**src/rtl/demux_pkg.sv**
```systemverilog
`default_nettype none
// ============================================================================
//  Module      : demux_pkg
//  Description : Shared constants and types for the demux lane buffers.
//                Defaults here size each lane FIFO to match the 1:2 demux
//                lane width and expected burst length.
//  Revision    : 1.0 - initial release
// ============================================================================
package demux_pkg;

    // Demux lane word width; default FIFO data width.
    localparam int LANE_W          = 4;

    // Lane FIFO geometry (DEPTH must be a power of two, at least 4).
    localparam int LANE_FIFO_DEPTH = 8;
    localparam int LANE_FIFO_AF_TH = 6;
    localparam int LANE_FIFO_AE_TH = 2;

    // Pointer width for the default depth; count needs one extra bit so it
    // can represent DEPTH itself.
    localparam int LANE_FIFO_PTR_W = $clog2(LANE_FIFO_DEPTH);
    localparam int LANE_FIFO_CNT_W = LANE_FIFO_PTR_W + 1;

    // Per-edge operation class, formed as {push_accepted, pop_accepted}.
    typedef enum logic [1:0] {
        FIFO_OP_IDLE = 2'b00,
        FIFO_OP_POP  = 2'b01,
        FIFO_OP_PUSH = 2'b10,
        FIFO_OP_BOTH = 2'b11
    } fifo_op_e;

endpackage : demux_pkg
`default_nettype wire

```
**src/rtl/lane_fifo_mem.sv**
```systemverilog
`default_nettype none
// ============================================================================
//  Module      : lane_fifo_mem
//  Description : DEPTH x DATA_W register array for one lane FIFO.
//                One synchronous write port, one asynchronous read port.
//                Contents are not reset; occupancy tracking lives in the
//                parent, so stale entries are never observed.
//  Ports       : clk        - clock
//                i_wr_en    - write strobe (already qualified by parent)
//                i_wr_addr  - write index
//                i_wr_data  - write word
//                i_rd_addr  - read index
//                o_rd_data  - word at i_rd_addr (combinational)
//  Revision    : 1.0 - initial release
// ============================================================================
module lane_fifo_mem #(
    parameter int DATA_W = 4,
    parameter int DEPTH  = 8,
    parameter int PTR_W  = $clog2(DEPTH)
) (
    input  logic              clk,
    input  logic              i_wr_en,
    input  logic [PTR_W-1:0]  i_wr_addr,
    input  logic [DATA_W-1:0] i_wr_data,
    input  logic [PTR_W-1:0]  i_rd_addr,
    output logic [DATA_W-1:0] o_rd_data
);

    logic [DATA_W-1:0] r_mem [DEPTH];

    always_ff @(posedge clk) begin
        if (i_wr_en) begin
            r_mem[i_wr_addr] <= i_wr_data;
        end
    end

    assign o_rd_data = r_mem[i_rd_addr];

endmodule : lane_fifo_mem
`default_nettype wire

```
**src/rtl/demux_lane_fifo.sv**
```systemverilog
`default_nettype none
// ============================================================================
//  Module      : demux_lane_fifo
//  Description : Per-lane receive buffer behind the 1:2 demux. Circular
//                buffer with registered pop output, occupancy count,
//                threshold flags and a sticky overflow/underflow error.
//  Ports       : clk          - clock, all state on rising edge
//                reset        - synchronous active-high reset
//                wr_en        - push request (demux lane valid)
//                data_in      - push data (demux lane data)
//                rd_en        - pop request from consumer
//                data_out     - popped word, registered
//                valid_out    - data_out was popped on the previous edge
//                full/empty   - count == DEPTH / count == 0
//                almost_full  - count >= AF_TH
//                almost_empty - count <= AE_TH
//                count        - occupancy 0..DEPTH
//                fifo_error   - sticky overflow/underflow, cleared by reset
//  Revision    : 1.0 - initial release
// ============================================================================
module demux_lane_fifo
    import demux_pkg::*;
#(
    parameter int DATA_W = LANE_W,
    parameter int DEPTH  = LANE_FIFO_DEPTH,
    parameter int AF_TH  = LANE_FIFO_AF_TH,
    parameter int AE_TH  = LANE_FIFO_AE_TH
) (
    input  logic                     clk,
    input  logic                     reset,
    input  logic                     wr_en,
    input  logic [DATA_W-1:0]        data_in,
    input  logic                     rd_en,
    output logic [DATA_W-1:0]        data_out,
    output logic                     valid_out,
    output logic                     full,
    output logic                     empty,
    output logic                     almost_full,
    output logic                     almost_empty,
    output logic [$clog2(DEPTH):0]   count,
    output logic                     fifo_error
);

    localparam int PTR_W = $clog2(DEPTH);
    localparam int CNT_W = PTR_W + 1;

    localparam logic [CNT_W-1:0] C_CNT_FULL = CNT_W'(DEPTH);
    localparam logic [CNT_W-1:0] C_CNT_AF   = CNT_W'(AF_TH);
    localparam logic [CNT_W-1:0] C_CNT_AE   = CNT_W'(AE_TH);
    localparam logic [CNT_W-1:0] C_CNT_ONE  = CNT_W'(1);
    localparam logic [PTR_W-1:0] C_PTR_ONE  = PTR_W'(1);

    logic [PTR_W-1:0]  r_wr_ptr;
    logic [PTR_W-1:0]  r_rd_ptr;
    logic [CNT_W-1:0]  r_count;
    logic [DATA_W-1:0] r_data_out;
    logic              r_valid_out;
    logic              r_fifo_error;

    logic              w_full;
    logic              w_empty;
    logic              w_push;
    logic              w_pop;
    logic              w_overflow;
    logic              w_underflow;
    logic [DATA_W-1:0] w_rd_data;
    fifo_op_e          w_op;

    // Flags decode the registered count directly so they track it with no lag.
    assign w_full       = (r_count == C_CNT_FULL);
    assign w_empty      = (r_count == '0);

    // A pop frees a slot on the same edge, so a push into a full FIFO is
    // accepted when a pop is also accepted. Pops never fall through an
    // empty FIFO, even if a push arrives on the same edge.
    assign w_pop        = rd_en && !w_empty;
    assign w_push       = wr_en && (!w_full || w_pop);

    assign w_overflow   = wr_en && w_full && !w_pop;
    assign w_underflow  = rd_en && w_empty;

    assign w_op         = fifo_op_e'({w_push, w_pop});

    lane_fifo_mem #(
        .DATA_W (DATA_W),
        .DEPTH  (DEPTH),
        .PTR_W  (PTR_W)
    ) u_mem (
        .clk       (clk),
        .i_wr_en   (w_push),
        .i_wr_addr (r_wr_ptr),
        .i_wr_data (data_in),
        .i_rd_addr (r_rd_ptr),
        .o_rd_data (w_rd_data)
    );

    always_ff @(posedge clk) begin
        if (reset) begin
            r_wr_ptr     <= '0;
            r_rd_ptr     <= '0;
            r_count      <= '0;
            r_data_out   <= '0;
            r_valid_out  <= 1'b0;
            r_fifo_error <= 1'b0;
        end else begin
            case (w_op)
                FIFO_OP_PUSH: r_count <= r_count + C_CNT_ONE;
                FIFO_OP_POP:  r_count <= r_count - C_CNT_ONE;
                default:      r_count <= r_count;
            endcase

            // Pointers are exactly PTR_W bits, so they wrap DEPTH-1 -> 0.
            if (w_push) begin
                r_wr_ptr <= r_wr_ptr + C_PTR_ONE;
            end

            // data_out holds its last value on edges without a pop.
            if (w_pop) begin
                r_rd_ptr   <= r_rd_ptr + C_PTR_ONE;
                r_data_out <= w_rd_data;
            end
            r_valid_out <= w_pop;

            if (w_overflow || w_underflow) begin
                r_fifo_error <= 1'b1;
            end
        end
    end

    assign data_out     = r_data_out;
    assign valid_out    = r_valid_out;
    assign count        = r_count;
    assign fifo_error   = r_fifo_error;
    assign full         = w_full;
    assign empty        = w_empty;
    assign almost_full  = (r_count >= C_CNT_AF);
    assign almost_empty = (r_count <= C_CNT_AE);

endmodule : demux_lane_fifo
`default_nettype wire

```
**config.mk**
```make
export PLATFORM = sky130hd
export DESIGN_NAME = demux_lane_fifo
export DESIGN_NICKNAME = d
export VERILOG_FILES = /design/src/rtl/demux_pkg.sv /design/src/rtl/lane_fifo_mem.sv /design/src/rtl/demux_lane_fifo.sv
export SDC_FILE = /design/constraint.sdc
export NUM_CORES = 1
export LEC_CHECK = 0
export CORE_MARGIN = 2
export CORE_UTILIZATION = 30
export DETAILED_ROUTE_END_ITERATION = 16
export HOLD_SLACK_MARGIN = 0.08
export SLEW_MARGIN = 10
export SYNTH_ARGS = -nofsm -noshare
export SYNTH_HDL_FRONTEND = slang
export SYNTH_SLANG_ARGS = --single-unit
```
**constraint.sdc**
```tcl
create_clock -name clk -period 2.2 [get_ports clk]
set_input_delay 0.22 -clock clk [delete_from_list [all_inputs] [get_ports clk]]
set_output_delay 0.22 -clock clk [all_outputs]
set_load 0.005 [all_outputs]
```
==> reports/qor_table.md <==
| Step | Metric | Reported |
| --- | --- | --- |
| logic synthesis | Cell area after synthesis | 2050 um^2 |
| logic synthesis | Cell types occupying the most area after synthesis | edfxtp_1 47%, dfxtp_1 16%, mux4_2 8.8%, nor2_1 3.3%, nor3_1 2.7% |
| logic synthesis | Library cell with the largest summed area after synthesis | edfxtp_1 |
| final layout | Ant diodes | 0 |
| sta | Post-route clock period utilization | 95.5% |
| sta | Final count of hold timing violations | 0 |
| min path | Worst min-delay path startpoint | fifo_error |
| clock tree | # hold bufs at CTS | 0 |
| global routing | GRT Total Usage | 10.3% |
| critical path | Worst Setup End Kind | output port |
| min path | End point of the worst hold path | fifo_error |
| routing | Starting DRC count in detailed routing | 112 |
| logic synthesis | Share of synthesized area occupied by flip-flops and latches | 62.4% |
| clock tree | Count of clock tree sinks | 48 |
| sta | Max Clock Freq | 476 MHz |
| clock tree | Maximum root-to-sink buffer count | 2 |
| critical path | Required time at the worst-slack endpoint | 1980 ps |
| global routing | Wire length of the first global-routing pass | 5770 um |
| sta | RSZ-0062 raised after global routing | no |
| clock tree | CTS tree | yes |
| final layout | Fin cells | 254 |
| logic synthesis | Post-synth EDFFs | 32 |
| logic synthesis | Synthesized area per cell | 14.0 um^2 |
| routing | DR vias/cell | 4.79 |
| global routing | Number of global-route vias before repair | 1,115 |
| global routing | Initial antenna violation count | 0 |
| die | Initial cell density of the core | 30.5% |
| place | # port buffers | 21 |
| sta | Normalized max-slew margin | 45.7% |
| routing | WL final | 3530 um |
| clock tree | CTS clk-pin slew, worst paths | 90 ps |
| sta | Worst-margin pin slew | 806 ps |
| min path | Hold Path Depth | 2 |
| sta | Setup clock skew after layout | 6.52 ps |
| logic synthesis | Predominant post-synthesis flop cell | edfxtp_1 |
| final layout | Net count, final | 184 |
| routing | Average wire per cell in the routed design | 13.9 um |
| die | Total die area | 7520 um^2 |
| run | Reported max-cap violation count | 0 |
| die | Die H | 86.7 um |
| logic synthesis | Area share of the largest cell type after synthesis | 46.8% |
| min path | Worst hold-check path type | reg -> reg |
| logic synthesis | Count of warnings emitted by yosys | 0 |
| global routing | Remaining global-route overflow | 0 |
| sta | Hold_ws | 481 ps |
| critical path | Maximum fanout encountered on the critical timing path | 7 |
| clock tree | Clock Root Buffer | clkbuf_8 |
| sta | Total of endpoints with negative setup slack in the final report | 0 |
| pwr | Pwr Density | 1020 nW/um^2 |
| critical path | Capture instance of the worst register-to-register path | count[2] |
| sta | Setup_tns | 0 ps |
| final layout | Fraction of final layout cells sized beyond drive strength 1 | 16.7% |
| routing | Post-route antenna net violation count | 0 |
| routing | Number of detailed-route iterations in the first pass | 4 |
| die | Number of placement rows | 30 |
| critical path | CP Class | reg -> out |
| critical path | RR Startpoint | count[0] |
| routing | Number of design rule violations left after detail routing | 0 |
| logic synthesis | Post-synthesis cell type count | 35 |
| clock tree | Setup repair bufs after CTS | 0 |
| clock tree | Clock insertion delay at the later pin of the skew report | 300 ps |
| die | Standard cell core area | 6720 um^2 |
| logic synthesis | Share of synthesized flip-flops with an asynchronous set or reset | 0% |
| critical path | Reg2reg setup slack | 360 ps |
| logic synthesis | Number of nets produced by synthesis | 158 |
| place | Routability congestion estimate from global placement | 0.778 |
| die | Horiz. Die Dim | 86.7 um |
| die | Number of primary I/O pins | 22 |
| logic synthesis | Flip-flop and latch count after synthesis | 48 |
| place | DPL Wire Length | 2560 um |
| logic synthesis | Cell count after synthesis | 147 |
| final layout | Relative area change from synthesis to final layout | 20.4% |
| status | Outcome | complete, no violations |
| pwr | Sum of internal, switching and leakage power | 2.51 mW |
| pwr | Worst ir drop on vdd | 0.000332 V |
| global routing | Maximum number of pins on one net before global-route repair | 16 |
| critical path | Signal arrival time at the worst endpoint | 1880 ps |
| routing | Via count | 1,217 |
| pwr | Pleak | 0.840 nW |
| sta | Final number of max-transition violations | 0 |
| clock tree | Total number of H-tree levels | 2 |
| critical path | Number of cells on the worst reg-to-reg path | 7 |
| clock tree | Post-CTS resize count | 0 |
| sta | Clock period minus worst slack | 2100 ps |
| final layout | Filler cell count in the final layout | 636 |
| clock tree | CTS buffer count | 5 |
| critical path | Worst setup SP type | flip-flop |
| place | Placed insts | 246 |
==> synthesized netlist by cell type, types with 2 or more instances <==
cell      count
xnor2_1       3
o22ai_1       5
nor2b_1       2
buf_4         2
buf_6         2
dfxtp_1      16
nand2_1       6
xor2_1        3
nand2b_1      4
nor2_1       18
edfxtp_1     32
o211ai_1      2
nor4_1        2
nor3_1       11
buf_2         5
ha_1          3
or3_1         2
mux4_2        8
a21oi_1       2
mux2i_1       4
==> state kept, by name, indices dropped and copies added, names as in the netlist <==
register and cells:
count 4, data_out 4, fifo_error 1, r_rd_ptr 3, r_wr_ptr 3, u_mem.r_mem 32
valid_out 1
==> per-stage QoR <==
| stage | setup slack [ps] | util, % | area (um^2) |
|---|---|---|---|
| global route | 17.8 | 36.8 | 2470 |
| floorplan | 399 | - | 2050 |
| finish | 99.9 | 36.8 | 2470 |
| CTS | 86.1 | 36.8 | 2470 |
| global placement | 195 | 35.1 | 2360 |
| detailed placement | 144 | 35.1 | 2360 |
==> final cells by class <==
class	instances	area, um^2	share of cell area, %
inverters	1	3.75	0.152
multi-input cells	87	696	28.2
clock buffers	5	68.8	2.79
flip-flops and latches	48	1280	51.9
clock inverters	3	42.5	1.72
repair buffers	30	278	11.2
well taps	80	100	4.05
==> metal layers <==
metal	routed length, um	vias up	share of wire [%]	global-route usage [%]
met5	0	-	0	0
met4	61	0	1.7	4.26
met3	142	4	4.0	3.14
met2	1590	25	45	15.0
met1	1740	583	49	14.2
li1	-	605	-	-
==> critical path: stages, from the launching register on <==
cell and delay (ps):
dfxtp_1 390, or4b_4 630, inv_1 80, clkdlybuf4s50_1 490
==> worst max-delay path by stage <==
stage,startpoint,endpoint,slack [ps]
floorplan,count[3],count[2],400
global placement,wr_en,count[2],200
detailed placement,wr_en,count[2],140
CTS,count[0],full,90
global route,count[0],full,20
finish,count[0],full,100
==> power breakdown <==
part	total (mW)	switching (mW)	internal (mW)	leakage, nW
sequential	1.12	0.0678	1.05	0.422
clock	0.627	0.290	0.336	0.0541
combinational	0.767	0.333	0.434	0.364
==> cell usage in the layout (no fill, tap or decap), types with 2 or more instances in the layout <==
cell / netlist / final
nand2b_1: 4 / 4
ha_1: 3 / 3
mux4_2: 8 / 8
buf_4: 2 / 9
nor3_1: 11 / 11
or3_1: 2 / 2
edfxtp_1: 32 / 32
clkdlybuf4s50_1: 0 / 21
nor2_1: 18 / 18
xnor2_1: 3 / 3
xor2_1: 3 / 3
nand2_1: 6 / 6
a21oi_1: 2 / 2
clkbuf_8: 0 / 5
o22ai_1: 5 / 5
mux2i_1: 4 / 4
o211ai_1: 2 / 2
dfxtp_1: 16 / 16
nor4_1: 2 / 2
nor2b_1: 2 / 2
==> cell families after synthesis <==
family | synth area share (%)
fa+ha+maj | 1.83
flops | 62.4
mux | 11.3
simple gates | 12.0
xor+xnor | 2.56
buf+inv | 3.66
compound gates | 6.22
No activity file was read; power rests on OpenSTA's default activity.
